File: src/rtl/shift_seq.sv
// shift_seq -- multi-cycle shift sequencer for the ALU shift path.
//
// Accepts an operand, a shift distance and a shift kind. It then shifts the
// operand by one position per clock until the requested distance is done.
// The result is returned over a valid/ready handshake. This avoids a full
// barrel shifter at the cost of n+2 cycles per operation.
//
// Parameters
//   WIDTH      operand/result width
//   SHW        shift-amount width (max shift 2^SHW-1)
// Ports
//   clk        rising-edge clock
//   rst_n      asynchronous active-low reset
//   in_valid   request present             in_ready   can accept (IDLE)
//   B          operand                      shamt      shift distance
//   ALUfun     00 SLL, 01 SRL, 11 SRA, 10 reserved (flags err)
//   abort      synchronous cancel, highest priority
//   out_valid  result present (DONE)        out_ready  consumer accepts
//   y          result (the data register)   err        reserved-kind flag
module shift_seq #(
  parameter int WIDTH = 32,
  parameter int SHW   = 5
) (
  input  logic             clk,
  input  logic             rst_n,
  input  logic             in_valid,
  output logic             in_ready,
  input  logic [WIDTH-1:0] B,
  input  logic [SHW-1:0]   shamt,
  input  logic [1:0]       ALUfun,
  input  logic             abort,
  output logic             out_valid,
  input  logic             out_ready,
  output logic [WIDTH-1:0] y,
  output logic             err
);

  localparam logic [1:0] K_SLL = 2'b00;
  localparam logic [1:0] K_SRL = 2'b01;
  localparam logic [1:0] K_RES = 2'b10;
  localparam logic [1:0] K_SRA = 2'b11;

  typedef enum logic [1:0] {
    IDLE  = 2'b00,
    SHIFT = 2'b01,
    DONE  = 2'b10
  } state_t;

  state_t           state;
  logic [WIDTH-1:0] data;
  logic [SHW-1:0]   cnt;
  logic [1:0]       kind;
  logic             err_r;

  // Every output is decoded from registers only. No input reaches an
  // output combinationally.
  assign in_ready  = (state == IDLE);
  assign out_valid = (state == DONE);
  assign y         = data;
  assign err       = err_r;

  always_ff @(posedge clk or negedge rst_n) begin
    if (!rst_n) begin
      state <= IDLE;
      data  <= '0;
      cnt   <= '0;
      kind  <= '0;
      err_r <= 1'b0;
    end else if (abort) begin
      // Cancel from any state. The data register keeps its value.
      // A simultaneous request in IDLE is dropped.
      state <= IDLE;
      err_r <= 1'b0;
    end else begin
      case (state)
        IDLE: begin
          if (in_valid) begin
            data  <= B;
            cnt   <= shamt;
            kind  <= ALUfun;
            err_r <= (ALUfun == K_RES);
            // A zero distance or the reserved kind finishes at once.
            if (shamt == '0 || ALUfun == K_RES)
              state <= DONE;
            else
              state <= SHIFT;
          end
        end
        SHIFT: begin
          case (kind)
            K_SLL:   data <= {data[WIDTH-2:0], 1'b0};
            K_SRL:   data <= {1'b0, data[WIDTH-1:1]};
            K_SRA:   data <= {data[WIDTH-1], data[WIDTH-1:1]};
            default: data <= data;
          endcase
          // cnt is always >= 1 here. The guard keeps it from wrapping if
          // that ever stops being true.
          if (cnt != '0)
            cnt <= cnt - 1'b1;
          if (cnt <= {{(SHW-1){1'b0}}, 1'b1})
            state <= DONE;
        end
        DONE: begin
          if (out_ready)
            state <= IDLE;
        end
        default: state <= IDLE;
      endcase
    end
  end

endmodule

File: config.mk
export PLATFORM = sky130hd
export DESIGN_NAME = shift_seq
export DESIGN_NICKNAME = d
export VERILOG_FILES = /design/src/rtl/shift_seq.sv
export SDC_FILE = /design/constraint.sdc
export NUM_CORES = 1
export LEC_CHECK = 0
export CORE_MARGIN = 2
export CORE_UTILIZATION = 38
export CTS_CLUSTER_SIZE = 40
export DETAILED_ROUTE_END_ITERATION = 10
export MAX_ROUTING_LAYER = met4
export PLACE_DENSITY = 0.66
export SETUP_SLACK_MARGIN = 0.3
export SLEW_MARGIN = 20
export SYNTH_ARGS = -nofsm -noshare
export SYNTH_HDL_FRONTEND = slang
export SYNTH_SLANG_ARGS = --single-unit
File: constraint.sdc
create_clock -name clk -period 3.8 [get_ports clk]
set_clock_uncertainty 0.2 [all_clocks]
set_input_delay 1.14 -clock clk [delete_from_list [all_inputs] [get_ports clk]]
set_output_delay 1.14 -clock clk [all_outputs]
set_load 0.005 [all_outputs]
==> flow_summary.yaml <==
outcome:
  outcome: "finished clean"
worst_setup_path:
  cp-start-kind: "flip-flop"
  end_kind: "output port"
  critPathMaxFanout: 14
  cp.arrival_ns: 1.69
  cp_data_required_time_ns: 2.46
  worstSetupPathType: "flip-flop to output port"
routing:
  drt_iter0_drc: 89
  dr_wl_met2_um: 2850
  drt_drc_violations_left: 0
  via_per_inst: 5.110
  vias: 1957
  dr_wl_met3_um: 271
  dr.pass1.iters: 4
  wl_met1_um: 2679
  top_layer: "met4"
  drt_wl_total_um: 5879
  wl_per_cell_um: 15.35
  ant_nets: 0
clocking:
  cts.clk_slew.worst_paths_ns: 0.08
  cts_tree: "yes"
  clockRootBuffer: "clkbuf_8"
  ctsResizeCount: 0
  htreeDepth: 2
  clock_latency_ns: 0.29
  cts_num_sinks: 42
  cts_hold_buf: 0
  cts_made_buffers: 5
  cts_setup_buffers: 0
  clk_path_buf_depth: 2
power_and_ir_drop:
  intPower_mw: 1.689
  peakVddDrop_v: 0.0002686
  swShare_pct: 30.99
  cellPowerDensity_mw_per_mm2: 668.3
  p_switching_mw: 0.7583
  seqPwrFrac_pct: 37.4
  p_comb_share_pct: 50.5
  power.leakage_nw: 1.491
  total_power_mw: 2.447
  clockPowerShare_pct: 12.1
floorplan:
  die_h_um: 89.34
  io_pins: 79
  coreArea_mm2: 0.007137
  start_util_pct: 38.78
  die_area_mm2: 0.007982
  die_x_um: 89.34
  rows: 31
placement:
  gp_congestion: 0.8813
  portBuffers: 78
  hpwl_um: 4283
sta:
  max_clock_freq_mhz: 329.8
  finalSetupViolCount: 0
  period_needed_ns: 3.032
  grt_setup_unrepaired: "no"
  maxSlewViolCount: 0
  tns_ns: 0
  relSlewSlack_pct: 37.03
  finalCritPeriodShare_pct: 79.79
  worst_pin_slew_ns: 0.9446
  hold_viol: 0
synthesis:
  seq_area_frac_synth_pct: 37.97
  synth_area_per_cell_um2: 13.18
  synth_area_mm2: 0.002768
  synth_warnings: 0
  synth_nets: 256
  yosysUniqueCellTypes: 38
  synthCells: 210
  ys_seq_elements: 42
global_routing:
  first_global_vias: 1982
  antenna_found_initial: 0
  grt_first_pass_wirelength_um: 9749
  overflow: 0
  grt_usage_pct: 16.11
  grt_max_degree: 43
final_layout:
  layout_common_cells: "77 x clkdlybuf4s50_1, 63 x mux2_2, 42 x dfrtp_1"
  layout_commonest_cell: "clkdlybuf4s50_1"
  seqCellArea_mm2: 0.001051
  syn_to_final_growth_pct: 32.32
  antenna_cells: 0
  final_layout_size_suffix_gt1_share_pct: 36.97
  fill_cells: 671
  multi_input_area_mm2: 0.001568
  nets: 329
min_path:
  worstHoldPathType: "flip-flop to flip-flop"
job:
  drv_cap: 0
-- power by group through the flow --
stage / Combinational [mW] / Sequential [mW] / Clock, mW
floorplan: 0.812 / 0.837 / 0
global placement: 1.23 / 0.926 / 0
detailed placement: 1.25 / 0.928 / 0
CTS: 1.25 / 0.923 / 0.307
global route: 1.34 / 0.960 / 0.326
finish: 1.24 / 0.916 / 0.295
-- synthesized netlist by cell type --
library cell | number | area [µm²]
nor3b_1 | 4 | 30.03
o32ai_1 | 2 | 17.52
nand2b_1 | 1 | 6.260
nor4b_2 | 1 | 15.01
o21a_1 | 1 | 7.510
a22oi_1 | 1 | 7.510
and4bb_1 | 1 | 12.51
buf_6 | 8 | 90.09
mux2_1 | 3 | 33.78
or3_1 | 1 | 6.260
buf_2 | 2 | 10.01
o21ai_0 | 1 | 5.000
nor4_4 | 1 | 21.27
inv_1 | 6 | 22.52
nor2_1 | 6 | 22.52
mux2i_1 | 4 | 40.04
a22o_1 | 1 | 8.760
o221ai_1 | 4 | 35.03
a21o_1 | 1 | 7.510
nand2_1 | 2 | 7.510
a32oi_1 | 1 | 8.760
a32o_1 | 1 | 10.01
nor3_1 | 3 | 15.01
ha_1 | 2 | 25.02
a21oi_1 | 1 | 5.000
o2bb2ai_1 | 1 | 8.760
mux2_2 | 63 | 709.4
a221o_1 | 1 | 10.01
mux2_4 | 27 | 405.4
a2111o_1 | 1 | 11.26
nor4b_1 | 1 | 8.760
buf_4 | 3 | 22.52
dfrtp_1 | 42 | 1051
nor4_1 | 2 | 12.51
o22ai_1 | 1 | 6.260
nor2b_1 | 4 | 25.02
clkbuf_1 | 3 | 11.26
nand3b_1 | 2 | 15.01
-- layer usage --
metal  GRT usage, %  vias to the layer above
met2          25.93                       64
met5              -                        -
li1               -                      932
met4          4.478                        0
met3          3.139                       10
met1          20.75                      951
-- layout make-up --
cell class | instances | share of cell area, %
clock inverter | 1 | 0.1367
inverter | 6 | 0.6150
multi-input combinational | 146 | 42.81
sequential | 42 | 28.70
tap | 99 | 3.382
clock buffer | 7 | 2.357
timing repair buffer | 82 | 22.00
-- cells by family after synthesis --
group / after synthesis / share of synthesized area (%)
adder cells (fa/ha/maj): 2 / 0.9040
flip-flops: 42 / 37.97
buffers and inverters: 22 / 5.651
AND/OR/NAND/NOR: 29 / 7.143
multiplexers: 97 / 42.95
AO/OA/AOI/OAI: 18 / 5.380
-- per-stage QoR --
step	hold WS, ns	instances	area, µm²	worst slack [ns]	utilization [%]
floorplan	0.3014	210	2768	1.220	-
global placement	0.3234	375	3571	0.6383	50.04
detailed placement	0.3215	375	3571	0.6005	50.04
CTS	0.3324	383	3662	0.7569	51.31
global route	0.3808	383	3662	0.6896	51.31
finish	0.3313	383	3662	0.7679	51.31
-- sequential cells by signal (all words and copies together) (netlist names) --
| signal | flops |
|---|---|
| y | 32 |
| cnt | 5 |
| kind | 2 |
| state | 2 |
| err | 1 |
-- critical path, stage by stage (launching register included) --
cell             delay, ns
dfrtp_1               0.67
nor2b_1               0.21
clkdlybuf4s50_1       0.52
-- worst paths after layout --
check / start / depth (start not counted) / slack, ns / end
hold reg to reg: y[31] / 2 / 0.33 / y[31]
setup / recovery: state[1] / 2 / 0.77 / out_valid
setup reg to reg: state[0] / 4 / 1.25 / y[1]
max in group asynchronous: rst_n / 1 / 2.02 / cnt[4]
hold / removal: y[31] / 2 / 0.33 / y[31]
min in group asynchronous: rst_n / 1 / 0.78 / y[26]
Note: power is estimated with default switching activity, not from simulation.
